<file path="src/rtl/spi_poll_reader.sv">
// ---------------------------------------------------------------------------
// spi_poll_reader
//
// SPI read master that polls up to N_CH read-only slaves (ADCs, sensors) in
// round-robin order. A transaction starts when a trigger is pending. A
// trigger comes from a free-running refresh timer (while en=1), from a
// one-shot req pulse, or from both. Each transaction shifts in DATA_W bits,
// MSB first. sclk idles high, sdo is sampled on the sclk rising edge, and the
// slave changes sdo on the falling edge.
//
// Ports:
//   clk        system clock; all logic runs on its rising edge
//   rst_l      asynchronous active-low reset
//   en         refresh-timer enable
//   req        one-shot read request, sampled every clk
//   sdo        serial data from the selected slave
//   sclk       SPI clock, idles high
//   cs_n       active-low chip selects, at most one low at a time
//   data       last completed word, held until the next completion
//   data_ch    channel that data came from
//   data_valid one-cycle pulse when data/data_ch update
//   busy       high from leaving IDLE until re-entering IDLE
//   overrun    one-cycle pulse when a trigger merges into a pending one
// ---------------------------------------------------------------------------
module spi_poll_reader #(
  parameter int DATA_W  = 16,
  parameter int N_CH    = 1,
  parameter int CLK_DIV = 4,
  parameter int REFRESH = 40000,
  localparam int CH_W   = (N_CH > 1) ? $clog2(N_CH) : 1
) (
  input  logic              clk,
  input  logic              rst_l,
  input  logic              en,
  input  logic              req,
  input  logic              sdo,
  output logic              sclk,
  output logic [N_CH-1:0]   cs_n,
  output logic [DATA_W-1:0] data,
  output logic [CH_W-1:0]   data_ch,
  output logic              data_valid,
  output logic              busy,
  output logic              overrun
);

  localparam int CNT_W = (CLK_DIV > 1) ? $clog2(CLK_DIV) : 1;
  localparam int BIT_W = $clog2(DATA_W + 1);
  localparam int TMR_W = $clog2(REFRESH);

  localparam logic [2:0] S_IDLE  = 3'd0;
  localparam logic [2:0] S_SETUP = 3'd1;
  localparam logic [2:0] S_SHIFT = 3'd2;
  localparam logic [2:0] S_HOLD  = 3'd3;
  localparam logic [2:0] S_GAP   = 3'd4;

  logic [2:0]        state;
  logic [TMR_W-1:0]  timer;
  logic [CNT_W-1:0]  cnt;
  logic [BIT_W-1:0]  bit_cnt;
  logic [DATA_W-1:0] shreg;
  logic [CH_W-1:0]   ch;
  logic              pending;

  logic tmr_trig;
  logic trig;
  logic phase_end;
  logic start;

  assign tmr_trig  = en && (timer == TMR_W'(REFRESH - 1));
  // A timer trigger and a req in the same cycle count as a single trigger.
  assign trig      = tmr_trig | req;
  assign phase_end = (cnt == CNT_W'(CLK_DIV - 1));
  // A pending trigger is consumed from IDLE, or directly at the end of GAP.
  // The GAP case keeps back-to-back transactions separated by GAP alone,
  // with no extra IDLE cycle.
  assign start     = pending && ((state == S_IDLE) || ((state == S_GAP) && phase_end));

  // Refresh timer runs independently of the FSM and is held at 0 while disabled.
  // NOTE: sequential state uses non-blocking assignments so that every
  // register in the design updates from the same pre-edge values.
  always_ff @(posedge clk or negedge rst_l) begin
    if (!rst_l) begin
      timer <= '0;
    end else if (!en || tmr_trig) begin
      timer <= '0;
    end else begin
      timer <= timer + 1'b1;
    end
  end

  // Pending flag. A trigger that arrives in the consume cycle re-arms it
  // silently. Overrun fires only when a trigger lands on an unconsumed
  // pending flag.
  always_ff @(posedge clk or negedge rst_l) begin
    if (!rst_l) begin
      pending <= 1'b0;
      overrun <= 1'b0;
    end else if (start) begin
      pending <= trig;
      overrun <= 1'b0;
    end else begin
      pending <= pending | trig;
      overrun <= trig & pending;
    end
  end

  always_ff @(posedge clk or negedge rst_l) begin
    if (!rst_l) begin
      state      <= S_IDLE;
      cnt        <= '0;
      bit_cnt    <= '0;
      shreg      <= '0;
      ch         <= '0;
      sclk       <= 1'b1;
      cs_n       <= '1;
      data       <= '0;
      data_ch    <= '0;
      data_valid <= 1'b0;
      busy       <= 1'b0;
    end else begin
      data_valid <= 1'b0;
      case (state)
        S_IDLE: begin
          cnt <= '0;
          if (start) begin
            state <= S_SETUP;
            cs_n  <= ~(N_CH'(1) << ch);
            busy  <= 1'b1;
          end
        end

        S_SETUP: begin
          if (phase_end) begin
            state   <= S_SHIFT;
            cnt     <= '0;
            bit_cnt <= '0;
            sclk    <= 1'b0;
          end else begin
            cnt <= cnt + 1'b1;
          end
        end

        // Each bit has a low phase then a high phase. sdo is captured on
        // the edge that raises sclk.
        S_SHIFT: begin
          if (phase_end) begin
            cnt <= '0;
            if (!sclk) begin
              sclk    <= 1'b1;
              shreg   <= DATA_W'({shreg, sdo});
              bit_cnt <= bit_cnt + 1'b1;
            end else if (bit_cnt == BIT_W'(DATA_W)) begin
              state      <= S_HOLD;
              data       <= shreg;
              data_ch    <= ch;
              data_valid <= 1'b1;
            end else begin
              sclk <= 1'b0;
            end
          end else begin
            cnt <= cnt + 1'b1;
          end
        end

        S_HOLD: begin
          if (phase_end) begin
            state <= S_GAP;
            cnt   <= '0;
            cs_n  <= '1;
            ch    <= (ch == CH_W'(N_CH - 1)) ? '0 : ch + 1'b1;
          end else begin
            cnt <= cnt + 1'b1;
          end
        end

        S_GAP: begin
          if (phase_end) begin
            cnt <= '0;
            if (start) begin
              state <= S_SETUP;
              cs_n  <= ~(N_CH'(1) << ch);
            end else begin
              state <= S_IDLE;
              busy  <= 1'b0;
            end
          end else begin
            cnt <= cnt + 1'b1;
          end
        end

        default: begin
          state <= S_IDLE;
          cnt   <= '0;
          sclk  <= 1'b1;
          cs_n  <= '1;
          busy  <= 1'b0;
        end
      endcase
    end
  end

endmodule

</file>
<file path="config.mk">
export PLATFORM = sky130hd
export DESIGN_NAME = spi_poll_reader
export DESIGN_NICKNAME = d
export VERILOG_FILES = /design/src/rtl/spi_poll_reader.sv
export SDC_FILE = /design/constraint.sdc
export NUM_CORES = 1
export LEC_CHECK = 0
export ABC_AREA = 1
export CORE_MARGIN = 4
export CORE_UTILIZATION = 25
export CTS_CLUSTER_DIAMETER = 40
export DETAILED_ROUTE_END_ITERATION = 10
export SYNTH_ARGS = -nofsm -noshare
export SYNTH_HDL_FRONTEND = slang
export SYNTH_SLANG_ARGS = --single-unit
export TNS_END_PERCENT = 20
</file>
<file path="constraint.sdc">
create_clock -name clk -period 1.45 [get_ports clk]
set_input_delay 0.2175 -clock clk [delete_from_list [all_inputs] [get_ports clk]]
set_output_delay 0.2175 -clock clk [all_outputs]
set_load 0.005 [all_outputs]
</file>
After elaboration in Yosys (flattened, before gate mapping). Index checks and enable logic that the tools add are counted.

Add/sub/neg operators: 4. Bitwise operators: 8. Multiplexer cells: 35. Reduce and logical (&&, ||, !) cells: 20. Eq/ne operators: 16. Shift-type cells: 1.

Operators with widths (number): $mux W3 (7); $ne A2 B2 Y1 const B (9); $mux W1 (17); $add A16 B1 Y16 const B (1); $eq A16 B16 Y1 const B (1); $mux W16 (1); $mux W5 (3); $pmux W3 S5 (1); $reduce_and A4 Y1 (3); $pmux W5 S2 (1); $reduce_and A3 Y1 (3); $reduce_and A7 Y1 (1); $eq A3 B2 Y1 const B (2); $pmux W1 S3 (2); $reduce_or A3 Y1 (2); $add A5 B1 Y5 const B (1); $eq A5 B5 Y1 const B (1); $not A1 Y1 (5); $mux W2 (2); $pmux W1 S4 (1); $reduce_or A4 Y1 (1); $eq A3 B1 Y1 const B (1); $eq A3 B3 Y1 const B (1); $logic_and A1 B1 Y1 (3); other kinds (12) (14).

Bits in registers: 66. Logic and storage cells: 98. Output and inout port bits: 22.

Depth between registers and ports, before layout. Gate-level depths: netlist (run 1).

Depth after elaboration: 7. Gate-level depth with buffers: 10. Mapped depth without buffers: 10.

Least setup slack after synthesis (run 1). Ideal clock, no wire load.

Path kind: reg2reg. From: reg timer[0]. To: reg timer[11]. Path slack: 0.075 ns. Clock period less this slack: 1.375 ns. Buffers on the path: 1. Stages on the path, launching flop included: 10. Data arrival time: 1.255 ns. Data required time: 1.330 ns. Cell sequence: dfrtp_1 > ha_1 > nand2_1 > inv_1 > nand2_1 > nor2_1 > nand2_1 > nand2_2 > buf_6 > nor2_1.

Cells in the longest elaborated chain, start to end: 4. Elaborated cells on any way between the ends: 5. Classes of those cells: add/sub (1); eq/ne (1); mux (1); reduce/logical (2).

Ends and longest elaborated chain: from (decl) (line 57) `logic [TMR_W-1:0] timer;`; from (signal assigned) (line 87) `timer <= timer + 1'b1;`; parallel branches: the longest is 3 deep, another holds $add A16 B1 Y16; $mux W16 * (line 84) `end else if (!en || tmr_trig) begin`.

Mark *: on every way between the ends. A chain may end at the register's enable or synchronous reset.

Final worst setup path (run 1).
From: reg data[6]. To: out data[6].

RTL lines: from (decl) (line 39) `output logic [DATA_W-1:0] data,`; from (signal assigned) (line 154) `data <= shreg;`.

No word-level cell between the ends.

==> metrics.txt, run 1 <==
# diodes 0; worst-case clock buffer depth 2; Synth top area share 48.2%; TritonRoute pass-1 iters 4; Seq/Total Area, Yosys 49.8%; Cell Area, Synth around 3200 um^2; Post-Syn Nets between 300 and 400; P per Cell Area ~990 nW/um^2; number of global-route vias before repair between 2000 and 2500; Synth area leader dfrtp_1; Starting Density roughly 26%; Ys Warns 0; Worst IR Drop VDD 0.000597 V; Placement Setup Slack -49.5 ps; via/cell ratio 4.21; worst reg2reg startpoint sclk; clock share of power a little under three fifths; CTS H-tree depth 3; Flop pwr share approximately 42%; setup TNS 0 ps; DRC Markers 0; largest net degree at the start of global routing 65; Hold Path Class in2async; Period minus WS final between 1000 and 1500 ps; Avg Cell Area, Syn between 8 and 9 um^2; combinational share of power 2.9%; die width approximately 120 um; Compound-Gate Fraction of Synth Area between 10 and 15%; net load switching power 0.938 mW; gpl congestion between 0.7 and 0.8; utilization after layout roughly 35%; detailed-route via count between 2000 and 2500; Post-synth top flop dfrtp_1; reg-to-reg endpoint data[12]; row count a little over 40; Wirelength per Cell 11.1 um; Slowest cell on crit path clkdlybuf4s50_1; largest family of logic cells by synthesized area simple AND/OR/NAND/NOR gates; Final Cycle Share a little over nine tenths; top cells by area, synth dfrtp_1, nand2_1, o21ai_2; clk sinks 64; Layout Cell Area excl Fill roughly 4400 um^2; global-route usage over all layers around a tenth; Core ar. about 13000 um^2; hold slack between 400 and 500 ps; Final nets 426; Final Skew approximately 9.1 ps; Max Clk Rate 711 MHz; Seq cells post-synth between 60 and 70; WL final about 6.6 mm; number of cells on the worst reg-to-reg path 7; worst-path cell chain clkdlybuf4s50_1; Post-synth EDFFs 0; CTS tree done; Setup Viol. Count Final 0; number of DRC markers in iteration 0 147; buffer and inverter count on the worst path 1; initial antenna violation count 0; HPWL after DPL ~4.4 mm; Cells after Synth 361; most common cell in the netlist nand2_1; asr flop ratio synth 100%; clk_lat worst skew around 340 ps; Area Growth Syn to Fin 35.5%; setup ws final between 40 and 50 ps; WP data arrival roughly 1200 ps; clk slew on worst S/H paths roughly 60 ps; GR Overflow Total 0; CTS Root Cell clkbuf_16; switching part of the total a little over a fifth; CP endpoint kind primary output; max-slew violations 0; Cell variety after synth 29; XOR/XNOR Fraction of Synth Area between 1.5 and 2%; Worst path max stage delay approximately 500 ps; Finished Layout Cells around 590; die area roughly 15000 um^2; R2R setup slack about 43 ps; CP max FO 2; status complete, no violations; kind of critical path reg2out; placed cell areas 3780 um^2; CTS buffer count 9; Die Y 122 um; Cell Int Power between 3 and 4 mW; I/O Buffers 25; placed insts between 500 and 600; remaining antenna violation count 0; crit start category flip-flop; Max Cap Viol 0; Final Hold Viols 0; Post-Synth Simple-Gate Area approximately 28%; io pins 27; mux cell area share after synthesis 0%; Top Family by Delay on Critical Path buffers and inverters; Commonest cells post-synth nand2_1, dfrtp_1, nor2_1; Post-Synth Adder-Cell Area 1.55%; share of cells above drive strength 1 around a third; global-route wire length before repair between 10 and 15 mm; RSZ-0062 raised after global routing true; Leak roughly 2.2 nW; Crit path required time 1230 ps; Power, Total approximately 4.3 mW
layout by cell type, fill, tap and decap left out, types with 3 or more instances in the layout:
cell and instances:
xor2_1 6, nor2_1 37, nand4_1 10, inv_1 32
nand2_4 4, a21oi_1 3, nand2_2 21, clkbuf_16 11
nand3_1 16, nor3_1 3, dlymetal6s2s_1 10, nor2_2 10
inv_2 7, buf_4 20, o21ai_0 7, dlygate4sd2_1 8
clkdlybuf4s50_1 6, o21ai_2 32, clkinv_4 3, buf_12 4
nand2_1 77, dfrtp_1 60
power groups by stage:
| stage | sequential (mW) | combinational, mW | clock, mW |
|---|---|---|---|
| detailed placement | 1.85 | 0.119 | 0 |
| global placement | 1.85 | 0.115 | 0 |
| floorplan | 1.85 | 0.0443 | 0 |
| global route | 1.82 | 0.142 | 2.54 |
| finish | 1.82 | 0.124 | 2.37 |
| CTS | 1.81 | 0.122 | 2.43 |
sequential cells by signal (all words and copies together) (netlist names):
name / count
data: 16
shreg: 16
timer: 16
bit_cnt: 5
state: 3
cnt: 2
busy: 1
cs_n: 1
data_valid: 1
overrun: 1
pending: 1
sclk: 1
how the worst max path moves through the flow:
stage / start / end / slack [ps] / depth (start not counted)
global route: timer[1] / timer[11] / -30 / 8
floorplan: timer[0] / timer[11] / 70 / 9
finish: data[6] / data[6] / 40 / 1
global placement: timer[0] / timer[10] / 1 / 8
detailed placement: bit_cnt[0] / data[4] / -50 / 10
CTS: sclk / state[0] / 3 / 6
timing repair:
action	in CTS	in global routing
pin swaps	3	6
gates resized for setup	15	40
setup endpoints to repair	39	52
hold endpoints to repair	62	0
gates cloned	1	3
hold buffers	1	0
setup buffers	4	1
area by class of cell:
| cell class | instances | area, um^2 |
|---|---|---|
| multi-input cells | 248 | 1480 |
| repair buffers | 53 | 578 |
| clock buffers | 9 | 225 |
| well taps | 172 | 215 |
| fillers | 1318 | 8260 |
| inverters | 41 | 159 |
| flip-flops and latches | 64 | 1610 |
| clock inverters | 7 | 104 |
per-layer routing:
layer / vias up / share of wire [%] / track usage [%]
li1: 1268 / - / -
met1: 1184 / 46 / 12.3
met2: 39 / 48 / 14.4
met3: 7 / 4.5 / 3.82
met4: 0 / 1.1 / 2.73
met5: - / 0 / 0
cells by family after synthesis:
kind of cell	Yosys count
DFF	64
buffers and inverters	50
AOI/OAI and AO/OA	47
and+or+nand+nor	188
adders and majority gates	4
other	1
xor gates and xnor gates	7
No activity file was read; power rests on OpenSTA's default activity.
==> run 2: changes to the inputs <==
--- a/config.mk
+++ b/config.mk
@@ -5,9 +5,9 @@
 export SDC_FILE = /design/constraint.sdc
 export NUM_CORES = 1
 export LEC_CHECK = 0
-export ABC_AREA = 1
 export CORE_MARGIN = 4
 export CORE_UTILIZATION = 25
+export CTS_BUF_LIST = sky130_fd_sc_hd__clkbuf_4 sky130_fd_sc_hd__clkbuf_8
 export CTS_CLUSTER_DIAMETER = 40
 export DETAILED_ROUTE_END_ITERATION = 10
 export SYNTH_ARGS = -nofsm -noshare
==> constraint.sdc (replaced) <==
create_clock -name clk -period 1.2 [get_ports clk]
set_input_delay 0.18 -clock clk [delete_from_list [all_inputs] [get_ports clk]]
set_output_delay 0.18 -clock clk [all_outputs]
set_load 0.005 [all_outputs]
==> run 2 against run 1 <==
  * The run now ends with negative setup slack left
  * Via count is 19% lower
  * Critical endpoint is now data[14]
  * Core utilization is 2.4 points higher
  * Die area is 11% lower
  * Sequential cell count stayed put
  * Clock-buffer cell count stayed put
  * Total power is 3.2% higher
==> metrics.txt, run 2 <==
status complete, but fails checks; failing checks negative setup slack; io pins 27 (unchanged); die width 115 um (-5.4%); utilization after layout 37.0% (+2.4 points); largest family of logic cells by synthesized area simple AND/OR/NAND/NOR gates; max-slew violations 0 (unchanged); Top Layer Used met4; met3 wire length 233 um (-22%); most frequent cells in the layout dfrtp_1, buf_4, nor2_1, mux2_2, clkdlybuf4s15_1; Avg Cell Area, Syn 12.0 um^2 (+34%); RSZ-0062 raised after global routing true; CTS H-tree depth 3 (unchanged); Top Registers data: 16 flops, shreg: 16 flops, timer: 16 flops; most common cell after layout, fill and taps aside dfrtp_1; Synth area leader dfrtp_1; Ys Warns 0 (unchanged); Cells after Synth 239 (-34%); global-route wire length before repair 10.1 mm (-8.9%); Post-synth EDFFs 0 (unchanged); Cell variety after synth 43 (+48%); Commonest cells post-synth dfrtp_1, mux2_2, nor2_1; row count 38 (-7.3%); initial antenna violation count 0 (unchanged); TritonRoute pass-1 iters 4 (unchanged); Die Y 115 um (-5.4%); Compound-Gate Fraction of Synth Area 5.39% (-5.7 points); Cell Area, Synth 2860 um^2 (-11%); die area 13200 um^2 (-11%); Crit path required time 1430 ps (+200 ps); crit start category flip-flop; XOR/XNOR Fraction of Synth Area 5.52% (+3.6 points); share of cells above drive strength 1 42.6% (+9.9 points); R2R setup slack -290 ps (-330 ps); Post-Synth Adder-Cell Area 1.75% (+0.20 points); Period minus WS final ~1500 ps; Starting Density 25.9% (+0.38 points); kind of critical path reg2reg; CP max FO 17 (+15); worst-case clock buffer depth 2 (unchanged); gpl congestion 0.767 (-2.5%); Leak 1.80 nW (-17%); reg-to-reg endpoint data[14]; Placement Setup Slack -317 ps (-268 ps); detailed-route via count 2017 (-19%); Final Hold Viols 0 (unchanged); remaining antenna violation count 0 (unchanged); number of DRC markers in iteration 0 77 (-48%); setup ws final -287 ps (-330 ps); Max Cap Viol 0 (unchanged); worst reg2reg startpoint bit_cnt[1]; Seq/Total Area, Yosys 56.2% (+6.3 points); Setup Viol. Count Final 61 (+61); asr flop ratio synth 100% (unchanged); top cells by area, synth dfrtp_1, mux2_2, nor2_1; clk_lat worst skew 340 ps (about the same); HPWL after DPL 3.86 mm (-12%); CTS Root Cell clkbuf_8; CP startpoint bit_cnt[1]; DRC Markers 0 (unchanged); CP endpoint kind flip-flop; Synth top area share 54.3% (+6.1 points); clk slew on worst S/H paths 80 ps (+20 ps); Post-synth top flop dfrtp_1; Post-Syn Nets 248 (-33%); setup TNS -11540 ps (-11540 ps); Final Skew 12.3 ps (+3.19 ps); Core ar. 11000 um^2 (-13%); Wirelength per Cell 13.1 um (+17%); number of global-route vias before repair 2130 (-11%); CTS buffer count 9 (unchanged); via/cell ratio 4.39 (+4.5%); Worst IR Drop VDD 0.000587 V (-1.7%); WL met2 2.71 mm (-15%); most common cell in the netlist dfrtp_1; number of cells on the worst reg-to-reg path 7 (unchanged); I/O Buffers 25 (unchanged); # diodes 0 (unchanged); WP data arrival 1720 ps (+530 ps); Area Growth Syn to Fin 42.8%; clk sinks 64 (unchanged); largest net degree at the start of global routing 65 (unchanged); mux cell area share after synthesis 13.1% (+13 points); WL final 6.00 mm (-9.3%); Max Clk Rate between 600 and 700 MHz; Metal-1 WL 2.96 mm (-3.4%); Final Cycle Share 124%; CTS tree done; GR Overflow Total 0 (unchanged); global-route usage over all layers 9.60% (+0.20 points); P per Cell Area 1090 nW/um^2 (+10%); Hold Path Class in2async; Final nets 323 (-24%); Post-Synth Simple-Gate Area 14.7% (-13 points); Seq cells post-synth 64 (unchanged)
## run 2: worst max-delay path, cell delays in order (launching register included)
cell and delay (ps):
dfrtp_1 390, inv_1 60, ha_1 140, nand2_2 70, nor3_4 140, nand3_2 120, buf_12 170, mux2_4 300
## run 2: report_power, final
group          leakage [nW]  switching [mW]  internal [mW]  total, mW
registers             0.843          0.0147           2.18       2.19
clock network         0.107           0.918           1.19       2.11
logic                 0.854          0.0796         0.0675      0.147
total                  1.80            1.01           3.43       4.45
## run 2: repair_timing
action,CTS,global route
pin swaps,16,7
gates resized for setup,64,42
hold buffers,1,0
setup endpoints to repair,85,79
setup buffers,4,1
hold endpoints to repair,62,0
## run 2: how the worst max path moves through the flow
stage	cells after the start	end	slack, ps
finish	7	data[14]	-290
global route	7	data[14]	-370
CTS	7	data[14]	-330
detailed placement	7	bit_cnt[4]	-320
global placement	5	shreg[1]	-270
floorplan	6	shreg[10]	-460
## run 2: metal layers
layer,GRT usage (%),up-vias
li1,-,972
met1,12.9,1007
met2,14.2,27
met3,3.68,11
met4,3.05,0
met5,0,-
## run 2: final cells by class
class / count / area, um^2
repair buffers: 73 / 672
well taps: 140 / 175
multi-input cells: 157 / 1370
clock inverters: 7 / 101
flip-flops and latches: 64 / 1600
inverters: 9 / 36.3
clock buffers: 9 / 124
fillers: 1081 / 6950
## run 2: cells by family after synthesis
group	Yosys count
muxes	33
adders and majority gates	4
buffers and inverters	18
and+or+nand+nor	79
xor gates and xnor gates	18
DFF	64
AOI/OAI and AO/OA	22
other	1
## run 2: through the flow
step	instances	cell area (um^2)	power (mW)	hold slack, ps
2_1_floorplan	239	2870	2.27	-116
3_3_place_gp	438	3600	2.37	236
3_5_place_dp	438	3600	2.37	223
4_1_cts	458	3950	4.51	400
5_1_grt	459	4080	4.65	423
6_report	459	4080	4.45	389
==> run 3: changes to the inputs <==
--- a/config.mk
+++ b/config.mk
@@ -5,7 +5,7 @@
 export SDC_FILE = /design/constraint.sdc
 export NUM_CORES = 1
 export LEC_CHECK = 0
-export CORE_MARGIN = 4
+export CORE_MARGIN = 5
 export CORE_UTILIZATION = 25
 export CTS_BUF_LIST = sky130_fd_sc_hd__clkbuf_4 sky130_fd_sc_hd__clkbuf_8
 export CTS_CLUSTER_DIAMETER = 40
==> constraint.sdc (replaced) <==
create_clock -name clk -period 1.7 [get_ports clk]
set_input_delay 0.255 -clock clk [delete_from_list [all_inputs] [get_ports clk]]
set_output_delay 0.255 -clock clk [all_outputs]
set_load 0.005 [all_outputs]
==> run 3 against run 2 <==
  * The run now ends clean
  * Cell count fell by 7.0%
  * Hold slack gained 55 ps
  * Total power decreased by 30%
  * Die area rose by 3.5%
  * Clock-buffer cell count is the same
  * Clock skew down 4.7 ps
  * Design area is 12% lower
  * Routed wire length decreased by 14%
  * Largest cell class unchanged
  * Highest routed layer unchanged
==> metrics.txt, run 3 (same netlist as run 2, synthesis figures left out) <==
HPWL after DPL 3.42 mm (-11%); kind of critical path reg2out; Worst path max stage delay 540 ps (+150 ps); global-route wire length before repair 9.11 mm (-10%); via/cell ratio 4.42 (+0.57%); switching part of the total 22.3% (-0.48 points); most common cell after layout, fill and taps aside dfrtp_1; Crit path required time 1440 ps (about the same); Starting Density 25.2% (-0.66 points); net load switching power 0.691 mW (-32%); Hold Path Class in2async; combinational share of power 2.5% (-0.8 points); Setup Viol. Count Final 0 (-100%); Leak 1.60 nW (-12%); TritonRoute pass-1 iters 4 (unchanged); Final Cycle Share a little over nine tenths; Max Cap Viol 0 (unchanged); io pins 27 (unchanged); DRC Markers 0 (unchanged); WP data arrival 1380 ps (-340 ps); gpl congestion 0.762 (-0.70%); Final nets 288 (-11%); die area 13700 um^2 (+3.5%); max-slew violations 0 (unchanged); CTS tree done; detailed-route via count 1887 (-6.4%); CTS buffer count 9 (unchanged); Worst IR Drop VDD 0.000386 V (-34%); # diodes 0 (unchanged); clock share of power 47.6% (+0.2 points); GR Overflow Total 0 (unchanged); status complete, no violations; Top Family by Delay on Critical Path flip-flops; global-route usage over all layers 8.50% (-1.1 points); worst-case clock buffer depth 2 (unchanged); largest net degree at the start of global routing 65 (unchanged); Top Registers data: 16 flops, shreg: 16 flops, timer: 16 flops; CTS H-tree depth 3 (unchanged); share of cells above drive strength 1 25.7% (-17 points); Flop pwr share 50.0% (+0.7 points); clk slew on worst S/H paths 80 ps (about the same); WL final 5.14 mm (-14%); Layout Cell Area excl Fill 3600 um^2 (-12%); I/O Buffers 25 (unchanged); Die Y 117 um (+1.7%); buffer and inverter count on the worst path 1 (-1); die width 117 um (+1.7%); initial antenna violation count 0 (unchanged); Slowest cell on crit path dfstp_2; Max Clk Rate 613 MHz; CP endpoint kind primary output; Final Skew 7.54 ps (-4.73 ps); Period minus WS final 1630 ps; number of DRC markers in iteration 0 56 (-27%); Wirelength per Cell 12.0 um (-7.9%); Cell Int Power 2.41 mW (-30%); RSZ-0062 raised after global routing false; CP max FO 2 (-15); CTS Root Cell clkbuf_8; Final Hold Viols 0 (unchanged); clk_lat worst skew 340 ps (about the same); Core ar. 11300 um^2 (+2.6%); worst-path cell chain clkdlybuf4s50_1; clk sinks 64 (unchanged); P per Cell Area 861 nW/um^2 (-21%); placed cell areas 3340 um^2 (-7.1%); number of global-route vias before repair 1910 (-10%); Power, Total 3.10 mW (-30%); row count 39 (+2.6%); most frequent cells in the layout dfrtp_1, mux2_2, nor2_1, clkdlybuf4s50_1, nand2_1; remaining antenna violation count 0 (unchanged); crit start category flip-flop; hold slack 444 ps (+55.4 ps); setup TNS 0 ps (+11540 ps); Area Growth Syn to Fin 26.0%
## run 3: area by class of cell
| cell class | instances | area (um^2) |
|---|---|---|
| clock buffers | 9 | 124 |
| fillers | 1172 | 7720 |
| multi-input cells | 157 | 1170 |
| clock inverters | 7 | 103 |
| flip-flops and latches | 64 | 1600 |
| repair buffers | 38 | 385 |
| well taps | 143 | 179 |
| inverters | 9 | 33.8 |
## run 3: path summary, 6_finish.rpt
path	slack, ps	depth (start not counted)	end	start
setup / recovery	70	1	sclk	sclk
hold / removal	440	3	state[0]	rst_l
setup reg to reg	160	4	timer[14]	timer[0]
hold reg to reg	450	1	cnt[0]	cnt[0]
max in group asynchronous	970	3	cs_n	rst_l
min in group clk	450	1	cnt[0]	cnt[0]
## run 3: per-stage QoR
| stage | utilization, % | instances | worst slack (ps) |
|---|---|---|---|
| after floorplan | - | 239 | 5.87 |
| after global placement | 29.5 | 409 | 140 |
| after detailed placement | 29.5 | 409 | 93.8 |
| after CTS | 31.7 | 427 | 14.2 |
| after global routing | 31.8 | 427 | 7.33 |
| final | 31.8 | 427 | 68.1 |
## run 3: power groups by stage
stage	combinational [mW]	sequential, mW	clock [mW]
after global placement	0.0781	1.58	0
after CTS	0.0820	1.55	1.54
after floorplan	0.0269	1.58	0
after detailed placement	0.0794	1.58	0
after global routing	0.0898	1.55	1.61
final	0.0769	1.55	1.47
## run 3: timing repair
| item | CTS | global route |
|---|---|---|
| hold endpoints to repair | 62 | 0 |
| setup endpoints to repair | 1 | 18 |
| pin swaps | 0 | 0 |
| buffers inserted | 1 | 0 |
| gates resized for setup | 0 | 3 |
| hold buffers | 1 | 0 |
## run 3: per-layer routing
layer	vias up	share of wire [%]	track usage, %
met5	-	0	0
met4	0	1.4	3.21
met3	10	5.1	3.80
met2	30	45	12.4
met1	939	48	11.1
li1	908	-	-
